[src/rtl/rect_fill_engine_if.sv]
// Command/pixel bus between a drawing client and rect_fill_engine.
// Handshake: start is a request; it is accepted only when busy is low (engine IDLE) and
// ignored otherwise. plot is a valid-only strobe with no ready/backpressure: each high
// cycle carries one pixel (x, y, colour). finished_draw pulses once per accepted command.
interface rect_fill_engine_if;
  logic       start;
  logic [7:0] x0;
  logic [6:0] y0;
  logic [7:0] w;
  logic [6:0] h;
  logic [2:0] colour_in;
  logic [7:0] x;
  logic [6:0] y;
  logic [2:0] colour;
  logic       plot;
  logic       busy;
  logic       finished_draw;

  modport master (
    output start, x0, y0, w, h, colour_in,
    input  x, y, colour, plot, busy, finished_draw
  );

  modport slave (
    input  start, x0, y0, w, h, colour_in,
    output x, y, colour, plot, busy, finished_draw
  );
endinterface

[src/rtl/rect_fill_engine.sv]
// Rectangle fill engine: rasterises a clipped solid rectangle into a pixel stream,
// one pixel per cycle, for a vga_adapter-style framebuffer writer.
module rect_fill_engine #(
  parameter int SCREEN_W = 160,
  parameter int SCREEN_H = 120
) (
  input  logic                  clk,
  input  logic                  reset,
  rect_fill_engine_if.slave     bus,
  output logic [1:0]            state_dbg
);

  typedef enum logic [1:0] {IDLE = 2'd0, LOAD = 2'd1, DRAW = 2'd2, DONE = 2'd3} state_t;

  localparam logic [8:0] SW = 9'(SCREEN_W);
  localparam logic [7:0] SH = 8'(SCREEN_H);

  state_t     state;
  logic [7:0] x0_r;
  logic [6:0] y0_r;
  logic [7:0] w_r;
  logic [6:0] h_r;
  logic [2:0] colour_r;
  logic [8:0] xe_r;
  logic [7:0] ye_r;
  logic [7:0] x_q;
  logic [6:0] y_q;
  logic [2:0] colour_q;
  logic       plot_q;
  logic       busy_q;
  logic       fin_q;

  logic [8:0] x_sum;
  logic [7:0] y_sum;
  logic [8:0] xe_clip;
  logic [7:0] ye_clip;
  logic       empty_rect;
  logic       last_col;
  logic       last_row;

  // Sums are one bit wider than the operands so a far-right/bottom rectangle cannot wrap.
  always_comb begin
    x_sum      = {1'b0, x0_r} + {1'b0, w_r};
    y_sum      = {1'b0, y0_r} + {1'b0, h_r};
    xe_clip    = (x_sum > SW) ? SW : x_sum;
    ye_clip    = (y_sum > SH) ? SH : y_sum;
    empty_rect = (w_r == 8'd0) || (h_r == 7'd0) ||
                 ({1'b0, x0_r} >= SW) || ({1'b0, y0_r} >= SH);
    last_col   = (({1'b0, x_q} + 9'd1) == xe_r);
    last_row   = (({1'b0, y_q} + 8'd1) == ye_r);
  end

  always_ff @(posedge clk) begin
    if (reset) begin
      state    <= IDLE;
      x0_r     <= '0;
      y0_r     <= '0;
      w_r      <= '0;
      h_r      <= '0;
      colour_r <= '0;
      xe_r     <= '0;
      ye_r     <= '0;
      x_q      <= '0;
      y_q      <= '0;
      colour_q <= '0;
      plot_q   <= 1'b0;
      busy_q   <= 1'b0;
      fin_q    <= 1'b0;
    end else begin
      case (state)
        IDLE: begin
          if (bus.start) begin
            x0_r     <= bus.x0;
            y0_r     <= bus.y0;
            w_r      <= bus.w;
            h_r      <= bus.h;
            colour_r <= bus.colour_in;
            busy_q   <= 1'b1;
            state    <= LOAD;
          end
        end
        LOAD: begin
          xe_r <= xe_clip;
          ye_r <= ye_clip;
          if (empty_rect) begin
            fin_q <= 1'b1;
            state <= DONE;
          end else begin
            x_q      <= x0_r;
            y_q      <= y0_r;
            colour_q <= colour_r;
            plot_q   <= 1'b1;
            state    <= DRAW;
          end
        end
        DRAW: begin
          if (last_col) begin
            if (last_row) begin
              plot_q <= 1'b0;
              fin_q  <= 1'b1;
              state  <= DONE;
            end else begin
              x_q <= x0_r;
              y_q <= y_q + 7'd1;
            end
          end else begin
            x_q <= x_q + 8'd1;
          end
        end
        DONE: begin
          fin_q  <= 1'b0;
          busy_q <= 1'b0;
          state  <= IDLE;
        end
        default: state <= IDLE;
      endcase
    end
  end

  assign bus.x             = x_q;
  assign bus.y             = y_q;
  assign bus.colour        = colour_q;
  assign bus.plot          = plot_q;
  assign bus.busy          = busy_q;
  assign bus.finished_draw = fin_q;
  assign state_dbg         = state;

endmodule

[src/flat_wrapper.sv]
// flat-port wrapper written by rule: the top's interface ports become plain ports
module rect_fill_engine_flat 
#(
  parameter int SCREEN_W = 160,
  parameter int SCREEN_H = 120
)
  (clk, reset, state_dbg, bus_start, bus_x0, bus_y0, bus_w, bus_h, bus_colour_in, bus_x, bus_y, bus_colour, bus_plot, bus_busy, bus_finished_draw);
  rect_fill_engine_if bus_i ();
  input  logic clk;
  input  logic reset;
  output logic [1:0] state_dbg;
  input wire logic [$bits(bus_i.start)-1:0] bus_start;
  input wire logic [$bits(bus_i.x0)-1:0] bus_x0;
  input wire logic [$bits(bus_i.y0)-1:0] bus_y0;
  input wire logic [$bits(bus_i.w)-1:0] bus_w;
  input wire logic [$bits(bus_i.h)-1:0] bus_h;
  input wire logic [$bits(bus_i.colour_in)-1:0] bus_colour_in;
  output wire logic [$bits(bus_i.x)-1:0] bus_x;
  output wire logic [$bits(bus_i.y)-1:0] bus_y;
  output wire logic [$bits(bus_i.colour)-1:0] bus_colour;
  output wire logic [$bits(bus_i.plot)-1:0] bus_plot;
  output wire logic [$bits(bus_i.busy)-1:0] bus_busy;
  output wire logic [$bits(bus_i.finished_draw)-1:0] bus_finished_draw;
  assign bus_i.start = bus_start;
  assign bus_i.x0 = bus_x0;
  assign bus_i.y0 = bus_y0;
  assign bus_i.w = bus_w;
  assign bus_i.h = bus_h;
  assign bus_i.colour_in = bus_colour_in;
  assign bus_x = bus_i.x;
  assign bus_y = bus_i.y;
  assign bus_colour = bus_i.colour;
  assign bus_plot = bus_i.plot;
  assign bus_busy = bus_i.busy;
  assign bus_finished_draw = bus_i.finished_draw;
  rect_fill_engine #(.SCREEN_W(SCREEN_W), .SCREEN_H(SCREEN_H)) u_core (.clk(clk), .reset(reset), .bus(bus_i), .state_dbg(state_dbg));
endmodule
[config.mk]
export PLATFORM = sky130hd
export DESIGN_NAME = rect_fill_engine_flat
export DESIGN_NICKNAME = d
export VERILOG_FILES = /design/src/rtl/rect_fill_engine_if.sv /design/src/rtl/rect_fill_engine.sv /design/src/flat_wrapper.sv
export SDC_FILE = /design/constraint.sdc
export NUM_CORES = 1
export LEC_CHECK = 0
export ABC_AREA = 0
export CAP_MARGIN = 20
export CORE_MARGIN = 10
export CORE_UTILIZATION = 50
export CTS_CLUSTER_SIZE = 20
export DETAILED_ROUTE_END_ITERATION = 8
export PLACE_DENSITY = 0.77
export SYNTH_ARGS = -nofsm -noshare
export SYNTH_HDL_FRONTEND = slang
export SYNTH_SLANG_ARGS = --single-unit
[constraint.sdc]
create_clock -name clk -period 2.7 [get_ports clk]
set_input_delay 0.405 -clock clk [delete_from_list [all_inputs] [get_ports clk]]
set_output_delay 0.405 -clock clk [all_outputs]
set_load 0.1 [all_outputs]
==> Word-level counts from Yosys, hierarchy flattened <==
Index checks and enable logic that the tools add are counted.
{ "op_classes": {"bitwise_logic": 1, "muxes": 25, "n_eq_ne": 12, "n_addsub": 6, "n_lt_le_gt_ge": 4, "reduce_logical": 17} }
{ "op_table": {"columns": ["operator", "count"], "rows": [
  ["$mux 8", 4],
  ["$mux 7", 3],
  ["$pmux 8 s2", 1],
  ["$pmux 7 s2", 1],
  ["$reduce_and 4->1", 3],
  ["$add 8x1->9 const B", 1],
  ["$add 8x8->9", 1],
  ["$eq 9x9->1", 1],
  ["$gt 9x8->1 const B", 1],
  ["$mux 9", 1],
  ["$add 7x1->8 const B", 1],
  ["$add 7x7->8", 1],
  ["$add 8x1->8 const B", 1],
  ["$eq 8x8->1", 1],
  ["$ge 8x8->1 const B", 1],
  ["$gt 8x7->1 const B", 1],
  ["$logic_not 8->1", 1],
  ["$mux 1", 8],
  ["$pmux 2 s4", 1],
  ["$add 7x1->7 const B", 1],
  ["$ge 7x7->1 const B", 1],
  ["$logic_not 7->1", 1],
  ["$mux 2", 3],
  ["$ne 2x1->1 const B", 3],
  ["13 further kinds", 23]
]} }
{ "word_totals": {"out_inout_bits": 23, "reg_bits": 73, "wordCells": 79} }

==> Depth between registers and ports, before layout <==
Gate-level depths: netlist of the first run.
{ "depth": {"depth_word": 6, "mapped_depth": 10, "ltp_nobuf": 10} }

==> Worst setup path after synthesis of the first run <==
OpenSTA, ideal clock, no wires.
{ "synth_path": {"path_type": "flip-flop to flip-flop", "startpoint": "reg u_core.x_q[0], in the netlist u_core.bus.x[0]", "endpoint": "reg u_core.x_q[3], in the netlist u_core.bus.x[3]", "arrival_ns": 3.482, "path_buffers": 1, "synth_period_minus_slack_ns": 3.614, "setup_slack_ns": -0.914, "setup_time_ns": 0.132, "stages_incl_launch_ff": 10, "path_cell_list": "dfxtp_1 -> ha_1 -> nand3_1 -> or3_1 -> a2111oi_4 -> nand3_2 -> nor4_2 -> nand2b_1 -> buf_2 -> o32ai_1"} }
{ "synth_between": {"elab_chain_len": 4, "elab_cells_between_ends": 7, "classes_between": "2 x add/sub; 2 x eq/ne; 2 x mux; 1 x reduce/logical"} }
{ "synth_rtl": {"columns": ["item", "line", "source"], "rows": [
  ["start: declaration", "rect_fill_engine.sv:26", "logic [7:0] x_q;"],
  ["start signal: assignment", "rect_fill_engine.sv:89", "x_q <= x0_r;"],
  ["start signal: assignment", "rect_fill_engine.sv:103", "x_q <= x0_r;"],
  ["start signal: assignment", "rect_fill_engine.sv:107", "x_q <= x_q + 8'd1;"],
  ["$add 8x1->9", "rect_fill_engine.sv:49", "last_col = (({1'b0, x_q} + 9'd1) == xe_r);"],
  ["$eq 9x9->1", "rect_fill_engine.sv:49", null],
  ["$ne 3x3->1 (no line) or $mux 8 (tied branches)", null, null],
  ["$reduce_and 3->1 (no line) or $pmux 8 s2 (tied branches)", null, null]
]} }
Several ways; a longest one is shown, not always the timed one.
A chain may end at the register's enable or synchronous reset.

==> Worst setup path in the final report of the first run <==
{ "layout_path": {"startpoint": "reg u_core.x_q[1], in the netlist u_core.bus.x[1]", "endpoint": "reg u_core.state[0], in the netlist u_core.state_dbg[0]"} }
{ "layout_between": {"elab_chain_len": 4} }
{ "layout_rtl": {"columns": ["item", "line", "source"], "rows": [
  ["$add 8x1->9", "rect_fill_engine.sv:49", null],
  ["$eq 9x9->1", "rect_fill_engine.sv:49", null],
  ["$ne 2x1->1 (no line)", null, null],
  ["$reduce_and 3->1 (no line)", null, null],
  ["end signal: assignment", "rect_fill_engine.sv:55", "state <= IDLE;"],
  ["end signal: assignment", "rect_fill_engine.sv:79", "state <= LOAD;"],
  ["end signal: assignment", "rect_fill_engine.sv:87", "state <= DONE;"],
  ["end: declaration", "rect_fill_engine.sv:18", "state_t state;"]
]} }
No other way between the ends.

==> results of run 1 <==
## stage by stage
step	power (mW)	area [µm²]
after floorplan	3.496	4408
after global placement	4.046	5015
after detailed placement	4.105	5015
after CTS	4.969	5218
after global routing	5.335	5266
final	5.019	5266
## placed cells by master, fill, tap and decap left out, types with 3 or more instances in the layout
| cell | netlist | routed |
|---|---|---|
| and3_1 | 4 | 3 |
| a32o_1 | 3 | 3 |
| a311oi_1 | 3 | 3 |
| xor2_1 | 11 | 11 |
| or4_1 | 4 | 4 |
| a211oi_1 | 11 | 10 |
| and2_1 | 4 | 4 |
| a31oi_1 | 3 | 3 |
| nor2_1 | 30 | 30 |
| o211ai_1 | 6 | 6 |
| nand4_1 | 6 | 6 |
| dfxtp_4 | 0 | 10 |
| nor4_1 | 4 | 4 |
| nand2_1 | 94 | 94 |
| dfxtp_1 | 73 | 58 |
| ha_1 | 21 | 20 |
| o31ai_1 | 11 | 11 |
| xnor2_1 | 15 | 14 |
| nand3_1 | 9 | 8 |
| o32ai_1 | 3 | 3 |
| o21a_1 | 4 | 4 |
| buf_4 | 0 | 48 |
| nor3_1 | 9 | 9 |
| a21oi_1 | 54 | 53 |
| o21ai_0 | 20 | 20 |
| a21o_1 | 5 | 5 |
| nor2b_1 | 4 | 4 |
| or2_2 | 4 | 3 |
| nand4b_1 | 3 | 3 |
| dfxtp_2 | 0 | 5 |
| clkdlybuf4s50_1 | 0 | 34 |
| mux2i_1 | 5 | 5 |
| o31a_1 | 7 | 7 |
| or3_1 | 4 | 3 |
| clkbuf_8 | 2 | 12 |
| inv_1 | 24 | 24 |
## sequential cells by signal, summed over array words and instances (netlist names), 2 cells and up
register / flops
u_core.xe_r: 9
u_core.bus.y: 7
u_core.colour_r: 3
u_core.ye_r: 8
u_core.x0_r: 8
u_core.y0_r: 7
u_core.state_dbg: 2
u_core.h_r: 7
u_core.bus.colour: 3
u_core.w_r: 8
u_core.bus.x: 8
## routing by layer
metal | share of wire (%) | global-route usage, % | up-vias
li1 | - | - | 2031
met1 | 45 | 21.74 | 1876
met2 | 45 | 27.23 | 131
met3 | 8.0 | 4.792 | 17
met4 | 1.7 | 7.699 | 0
met5 | 0 | 0 | -
## layout make-up
type / count / area, µm² / area share [%]
clock buffer: 15 / 197.7 / 3.754
clock inverter: 1 / 5.005 / 0.09503
inverter: 24 / 90.09 / 1.711
multi-input combinational: 401 / 2620 / 49.75
sequential: 73 / 1505 / 28.58
tap: 105 / 131.4 / 2.495
timing repair buffer: 84 / 716.9 / 13.61
## what timing repair did
action,CTS,global route
pin swaps,1,6
gates resized for setup,0,2
endpoints found under the setup margin,3,15
setup buffers,0,5
## worst max-delay path, stage by stage, from the launching register on
cell      delay [ns]
dfxtp_4         0.37
ha_4            0.16
buf_4           0.11
or4b_1          0.43
a222oi_1        0.27
buf_4           0.18
nand3_2         0.11
o31a_1          0.34
or4_1           0.41
a21oi_1         0.15
## cell usage after synthesis, types with 5 or more instances
cell	count
a211oi_1	11
a21o_1	5
a21oi_1	54
clkbuf_1	24
dfxtp_1	73
ha_1	21
inv_1	24
mux2i_1	5
nand2_1	94
nand3_1	9
nand4_1	6
nor2_1	30
nor3_1	9
o211ai_1	6
o21ai_0	20
o31a_1	7
o31ai_1	11
xnor2_1	15
xor2_1	11
## logic make-up (layout without fill, tap and decap cells)
logic type | Yosys count | after routing | synth area share [%]
XOR/XNOR | 26 | 26 | 5.326
buffers and inverters | 58 | 124 | 6.321
AND/OR/NAND/NOR | 198 | 198 | 22.51
flip-flops | 73 | 73 | 34.18
adder cells (fa/ha/maj) | 23 | 23 | 7.082
AO/OA/AOI/OAI | 147 | 147 | 22.89
multiplexers | 7 | 7 | 1.697
## power by group
group	internal, mW	switching (mW)
combinational	0.914	1.67
clock	0.466	0.405
sequential	1.31	0.259
total	2.69	2.33
## final timing paths
path | cells past startpoint | end | slack [ns] | from
max | 9 | u_core.state_dbg[0]$_SDFFE_PP0P_ | 0.09 | u_core.bus.x[1]$_SDFFE_PP0P_
min | 2 | u_core.bus.plot$_SDFFE_PP0P_ | 0.45 | reset
min reg2reg | 2 | u_core.colour_r[2]$_SDFFE_PP0P_ | 0.46 | u_core.colour_r[2]$_SDFFE_PP0P_
max reg2reg | 9 | u_core.state_dbg[0]$_SDFFE_PP0P_ | 0.09 | u_core.bus.x[1]$_SDFFE_PP0P_
==> summary.txt, run 1 <==
Drt
  – Post-Route WL: 11.40 mm
  – DR WL/cell: 16.22 µm
  – Remaining DRCs: 0
  – Vias: 4055
  – Vias/cell: 5.768
  – ANT nets after route: 0
  – First-pass detailed-route iteration total: 5
  – DRT iter0 DRCs: 240

STA
  – Final worst-path cycle share: 96.76%
  – Max-Slew Margin vs Limit: 59.09%
  – Pins Over Slew Limit: 0
  – Crit path time final: 2.613 ns
  – Min Hold Slack: 0.4517 ns
  – Setup TNS: 0 ns
  – Final hold violations: 0
  – Setup ws final: 0.08743 ns
  – Setup violators final: 0
  – Slew @ Worst Pin: 0.6137 ns
  – Fmax achieved: 382.8 MHz
  – Clock Skews: 0.008478 ns

GRT
  – Initial antenna violation count: 0
  – GRT overflow: 0
  – Vias in the first global route: 3945
  – Largest net degree at the start of global routing: 51
  – First-pass GRT wire length: 18.64 mm
  – Global-route usage over all layers: 17.37%

Place
  – Buffers on Ports: 58
  – Dpl ws: -0.001426 ns
  – RD Place Congestion: 0.9298
  – Dpl cells: 682
  – HPWL after detailed placement: 8.645 mm

Yosys
  – Seq/Total Area, Yosys: 34.18%
  – Number of synthesized flops with an enable pin: 0
  – Distinct cells, synth: 66
  – Synth warn: 0
  – Post-synthesis instance total: 532
  – Syn_area_per_cell: 8.036 µm²
  – Fraction of registers with async set/reset: 0%
  – Yosys top cell area share: 34.18%
  – Post-Syn Area: 4275 µm²
  – Top_reg_cell synth: dfxtp_1
  – Largest cells by area after synthesis: dfxtp_1 (34%), nand2_1 (8.3%), a21oi_1 (6.3%)
  – Cell taking the most area after synthesis: dfxtp_1
  – Post-Syn Nets: 591
  – Synth Register Bits: 73

Clock tree
  – Clock latency on the worst-skew pair: 0.35 ns
  – CTS buffer count: 9
  – Cts hold-fix bufs: 0
  – Clock sink count: 73
  – Reg clk slew, reported paths: 0.08 ns
  – CTS tree: done
  – Max clock buf depth: 2
  – H-tree lvl count: 3
  – Root Buffer: clkbuf_8

Cells and area
  – Finished Layout Cells: 703
  – Fin nets: 652
  – Ant diodes: 0
  – Area added between synthesis and finish: 23.18%
  – Post-layout util: 63.77%
  – Filler instances: 729
  – Share of layout cells above drive strength 1: 17.89%

Power and ir drop
  – Leak: 2.055 nW
  – Pwr Density: 953.0 nW/µm²
  – Max VDD drop: 0.0003935 V

Floorplan
  – Die area: 12650 µm²
  – Die Span Y: 112.5 µm
  – Row count: 33
  – Ports: 59
  – Die W: 112.5 µm
  – Initial core utilization: 51.77%
  – Core area: 8258 µm²

Worst setup path
  – CP Capture Type: flip-flop
  – Crit path required time: 2.97 ns
  – CP max FO: 6
  – CP Launch Type: flip-flop
  – Critical path class: reg -> reg
  – WP data arrival: 2.88 ns

Run
  – Max Cap Viol: 0

Hold path
  – Worst min path class: in -> reg

Run status
  – Status: complete, no violations
Power figures use the tool's default switching activity.
==> run 2, diff against run 1 <==
==> constraint.sdc (replaced) <==
create_clock -name clk -period 2.7 [get_ports clk]
set_input_delay 0.54 -clock clk [delete_from_list [all_inputs] [get_ports clk]]
set_output_delay 0.54 -clock clk [all_outputs]
set_load 0.1 [all_outputs]
==> run 2 against run 1 <==
Die area stayed put. Non-clock buffer count is 3 higher. Via count is 0.49% higher. Flip-flop and latch count stayed put. Sequential share of layout area hardly changed. Utilization is 0.091 points higher. Worst hold slack better by 0.0058 ns. Register-to-register slack hardly changed. Combinational power is 2% higher. Worst setup slack worse by 0.010 ns. Critical path depth is 1 lower. Largest power group unchanged.
==> summary.txt, run 2 (synthesized netlist as in run 1, its figures left out) <==
Clock tree
  – Max clock buf depth: 2
  – Clock latency on the worst-skew pair: 0.34 ns
  – Clock sink count: 73
  – Root Buffer: clkbuf_8
  – CTS buffer count: 9
  – CTS tree: done
  – Reg clk slew, reported paths: 0.09 ns
  – H-tree lvl count: 3

Cells and area
  – Commonest non-fill, non-tap cell in the layout: nand2_1
  – Fin nets: 655
  – Filler instances: 735
  – Most frequent cells in the layout: nand2_1 (94), dfxtp_1 (58), a21oi_1 (53), buf_4 (51), clkdlybuf4s50_1 (34)
  – Share of layout cells above drive strength 1: 18.47%
  – Largest register FFs: 9
  – Most flop-heavy register: u_core.xe_r
  – Finished Layout Cells: 706
  – Area added between synthesis and finish: 23.35%
  – Ant diodes: 0

Floorplan
  – Initial core utilization: 51.77%
  – Die W: 112.5 µm
  – Row count: 33
  – Ports: 59
  – Core area: 8258 µm²
  – Die area: 12650 µm²
  – Die Span Y: 112.5 µm

Power and ir drop
  – Max VDD drop: 0.0004001 V
  – Clock power frac: 17.0%
  – Total Power: 5.057 mW
  – Sw Share: 46.44%
  – Pwr Density: 958.9 nW/µm²
  – Leak: 2.064 nW
  – Reg power frac: 31.1%
  – Pint: 2.708 mW
  – Net Sw Power: 2.348 mW
  – Comb power frac: 51.9%

Hold path
  – Cell depth of the worst hold path: 2
  – Worst min path class: reg -> reg

Drt
  – Post-Route WL: 11.47 mm
  – DRT iter0 DRCs: 243
  – First-pass detailed-route iteration total: 4
  – Vias/cell: 5.772
  – Remaining DRCs: 0
  – Vias: 4075
  – ANT nets after route: 0
  – DR WL/cell: 16.25 µm

Worst setup path
  – WP data arrival: 2.90 ns
  – Buffers & Inverters on Critical Path: 0
  – CP Cell Sequence: ha_4, nand3_2, or3_4, a2111oi_4, nand3_2, o31a_1, or4_1, a21oi_1
  – CP Launch Type: flip-flop
  – Top delay family on crit path: simple AND/OR/NAND/NOR gates
  – Reg2reg path depth: 8
  – Most common cell on crit path: nand3_2
  – Critical path class: reg -> reg
  – Critical Path Slowest Stage Cell: or4_1
  – CP Capture Type: flip-flop
  – Crit. path cell count: 8
  – Crit path required time: 2.97 ns
  – Maximum single-stage delay on the critical path: 0.42 ns
  – CP max FO: 5

GRT
  – Met1 usage: 22.28%
  – Initial antenna violation count: 0
  – Vias in the first global route: 4029
  – Busiest layer in global routing: met2
  – GRT overflow: 0
  – Largest net degree at the start of global routing: 44
  – Met3 capacity usage during global routing: 4.846%
  – First-pass GRT wire length: 19.22 mm
  – Global-route usage over all layers: 17.65%
  – Met2 usage: 28.62%

STA
  – RSZ-0062 raised after global routing: false
  – Crit path time final: 2.623 ns
  – Clock Skews: 0.01831 ns
  – Slew @ Worst Pin: 0.5844 ns
  – Max-Slew Margin vs Limit: 61.04%
  – Final worst-path cycle share: 97.15%
  – Final hold violations: 0
  – Pins Over Slew Limit: 0
  – Fmax achieved: 381.2 MHz
  – Setup violators final: 0

Place
  – RD Place Congestion: 0.9279
  – Buffers on Ports: 58
  – HPWL after detailed placement: 8.631 mm
  – Dpl cells: 682

Run status
  – Status: complete, no violations

Run
  – Max Cap Viol: 0
run 2: repair_timing:
action	CTS	global route
resized for setup	0	1
pin swaps	1	4
hold buffers	0	0
setup endpoints to repair	3	3
buffers inserted	2	6
run 2: power by group through the flow:
stage          Sequential, mW  Combinational, mW  Clock [mW]
2_1_floorplan            1.99               1.50           0
3_3_place_gp             1.58               2.46           0
3_5_place_dp             1.59               2.52           0
4_1_cts                  1.56               2.57       0.873
5_1_grt                  1.60               2.85       0.915
6_report                 1.57               2.63       0.858
run 2: path summary, 6_finish.rpt:
| kind | from | slack (ns) | endpoint |
|---|---|---|---|
| worst min register to register | u_core.colour_r[2]$_SDFFE_PP0P_ | 0.46 | u_core.colour_r[2]$_SDFFE_PP0P_ |
| worst max register to register | u_core.bus.x[1]$_SDFFE_PP0P_ | 0.08 | u_core.state_dbg[0]$_SDFFE_PP0P_ |
| worst max-delay path | u_core.bus.x[1]$_SDFFE_PP0P_ | 0.08 | u_core.state_dbg[0]$_SDFFE_PP0P_ |
| worst min-delay path | u_core.colour_r[2]$_SDFFE_PP0P_ | 0.46 | u_core.colour_r[2]$_SDFFE_PP0P_ |
run 2: final cells by class:
cell class | count | area (µm²) | area share, %
timing repair buffer | 87 | 739.5 | 14.02
clock inverter | 5 | 53.80 | 1.020
inverter | 24 | 90.09 | 1.708
sequential | 73 | 1505 | 28.54
tap | 105 | 131.4 | 2.491
multi-input combinational | 401 | 2613 | 49.54
clock buffer | 11 | 141.4 | 2.681
run 2: layer usage:
metal  vias to the layer above  share of wire, %
li1                       2025                 -
met1                      1882                45
met2                       149                46
met3                        19               7.3
met4                         0               1.6
met5                         -                 0
run 2: worst reg2reg max path, delay by kind of cell, from the launching register on:
kind / cells / cell delay (ns)
fa+ha+maj: 1 / 0.15
compound gates: 3 / 0.93
simple gates: 4 / 1.10
flops: 1 / 0.38
run 2: through the flow:
stage / hold slack (ns) / setup slack [ns] / instance area, µm² / setup TNS (ns) / utilization (%)
4_1_cts: 0.4599 / 0.09477 / 5225 / 0 / 63.27
3_3_place_gp: 0.4460 / 0.06629 / 5015 / 0 / 60.73
3_5_place_dp: 0.4502 / -0.009349 / 5015 / -0.01659 / 60.73
6_report: 0.4576 / 0.07699 / 5274 / 0 / 63.86
5_1_grt: 0.4986 / 0.006831 / 5274 / 0 / 63.86
2_1_floorplan: 0.4330 / -0.03957 / 4408 / -0.2597 / -
==> run 3, diff against run 2 <==
- CELL_PAD_IN_SITES_DETAIL_PLACEMENT: unset -> 0
- CELL_PAD_IN_SITES_GLOBAL_PLACEMENT: unset -> 1
- CORE_ASPECT_RATIO: unset -> 1.75
- CORE_UTILIZATION: 50 -> 37
- PLACE_DENSITY: 0.77 -> unset
- PLACE_DENSITY_LB_ADDON: unset -> 0.1
==> run 3 against run 2 <==
Clock power up 47%. Via count down 3.9%. Maximum frequency up 1.5%. Sequential share of layout area down 1.1 points. Routed wire length up 4.5%. Worst hold slack worse by 0.0035 ns. Critical path depth unchanged. Worst setup slack better by 0.040 ns. Count of clock-buffer cells in the layout up 2. Sequential power about the same. Final cell count up 4.1%. Register-to-register slack better by 0.04 ns.
==> summary.txt, run 3 (synthesized netlist as in run 1, its figures left out) <==
Worst setup path
  – Crit path required time: 2.96 ns
  – CP Launch Type: flip-flop
  – CP Capture Type: flip-flop
  – Reg2reg start: u_core.bus.x[4]$_SDFFE_PP0P_
  – WP data arrival: 2.85 ns
  – Worst setup path start: u_core.bus.x[4]$_SDFFE_PP0P_
  – CP max FO: 9
  – Critical path class: reg -> reg

Place
  – Dpl ws: 0.01562 ns
  – HPWL after detailed placement: 9.337 mm
  – Buffers on Ports: 58
  – RD Place Congestion: 0.8607

GRT
  – First-pass GRT wire length: 19.42 mm
  – Vias in the first global route: 3912
  – GRT overflow: 0
  – Largest net degree at the start of global routing: 35
  – Global-route usage over all layers: 14.54%
  – Initial antenna violation count: 0

Clock tree
  – Max clock buf depth: 2
  – H-tree lvl count: 3
  – CTS buffer count: 9
  – Root Buffer: clkbuf_16
  – Clock sink count: 73
  – Cts hold-fix bufs: 0
  – CTS tree: done
  – Reg clk slew, reported paths: 0.06 ns
  – Clock latency on the worst-skew pair: 0.34 ns

Drt
  – ANT nets after route: 0
  – DRT iter0 DRCs: 170
  – Post-Route WL: 11.99 mm
  – Vias/cell: 5.331
  – Vias: 3918
  – DR WL/cell: 16.31 µm
  – Remaining DRCs: 0
  – First-pass detailed-route iteration total: 4

Floorplan
  – Initial core utilization: 38.07%
  – Row count: 51
  – Die area: 16420 µm²
  – Die W: 101.3 µm
  – Core area: 11230 µm²
  – Die Span Y: 162.2 µm
  – Ports: 59

STA
  – Slew @ Worst Pin: 0.4262 ns
  – Fmax achieved: 387.1 MHz
  – Max-Slew Margin vs Limit: 71.38%
  – Clock Skews: 0.008896 ns
  – Pins Over Slew Limit: 0
  – Crit path time final: 2.583 ns
  – Setup ws final: 0.1166 ns
  – Final worst-path cycle share: 95.68%
  – Setup TNS: 0 ns
  – Final hold violations: 0
  – Setup violators final: 0
  – RSZ-0062 raised after global routing: true
  – Min Hold Slack: 0.4540 ns

Cells and area
  – Most flop-heavy register: u_core.xe_r
  – Ant diodes: 0
  – Filler instances: 1103
  – Most frequent cells in the layout: nand2_1 (94), dfxtp_1 (58), buf_4 (53), a21oi_1 (52), clkdlybuf4s50_1 (34)
  – Area added between synthesis and finish: 28.15%
  – Largest register FFs: 9
  – Footprint of the multi-input gates: 2635 µm²
  – Fin nets: 657
  – Share of layout cells above drive strength 1: 19.24%
  – Reg area: 1505 µm²
  – Commonest non-fill, non-tap cell in the layout: nand2_1

Hold path
  – Hold_sp: u_core.colour_r[0]$_SDFFE_PP0P_
  – Worst min path class: reg -> reg

Power and ir drop
  – Max VDD drop: 0.0004980 V
  – Pwr Density: 998.7 nW/µm²
  – Leak: 2.146 nW

Run status
  – Status: complete, no violations

Run
  – Max Cap Viol: 0
## run 3: changes by cell type in the layout (fill, tap and decap cells not counted), sizes merged
cell / change
clkbuf: +2
buf: +2
bufinv: -1
inv: -1
## run 3: path summary, 6_finish.rpt
kind	end	slack [ns]	cells after the start
hold / removal	u_core.colour_r[0]$_SDFFE_PP0P_	0.45	2
setup reg to reg	u_core.state_dbg[0]$_SDFFE_PP0P_	0.12	8
setup / recovery	u_core.state_dbg[0]$_SDFFE_PP0P_	0.12	8
hold reg to reg	u_core.colour_r[0]$_SDFFE_PP0P_	0.45	2
## run 3: per-stage QoR
| stage | power, mW | instance area (µm²) | instances | utilization [%] |
|---|---|---|---|---|
| CTS | 5.501 | 5464 | 735 | 48.65 |
| finish | 5.472 | 5479 | 735 | 48.79 |
| detailed placement | 4.211 | 5129 | 718 | 45.67 |
| global route | 5.821 | 5479 | 735 | 48.79 |
| floorplan | 3.496 | 4408 | 532 | - |
| global placement | 4.200 | 5129 | 718 | 45.67 |
## run 3: repair_timing
action / CTS / global route
resized for setup: 1 / 3
pin swaps: 2 / 4
endpoints found under the setup margin: 1 / 9
setup buffers: 1 / 0
## run 3: final cells by class
cell class | instances | area share (%)
clock buffer | 13 | 5.526
clock inverter | 3 | 0.3197
inverter | 24 | 1.644
multi-input combinational | 401 | 48.09
sequential | 73 | 27.47
tap | 132 | 3.014
timing repair buffer | 89 | 13.93
## run 3: report_power, final
group          switching [mW]  total (mW)  internal, mW
combinational            1.70        2.66         0.958
clock                   0.474        1.26         0.782
sequential              0.248        1.56          1.31
total                    2.42        5.47          3.05
## run 3: worst max-delay path: stages (launching register included)
cell and delay (ns):
dfxtp_4 0.38, xnor2_2 0.14, or4b_1 0.50, a222oi_1 0.30, buf_4 0.21, nand3_4 0.12
o31a_1 0.33, or4_1 0.41, a21oi_1 0.13
## run 3: layer usage
layer  track usage [%]  routed length (µm)
met1             16.79                5403
met2             25.17                5976
met3             2.931                 381
met4             5.725                 223
met5                 0                   0
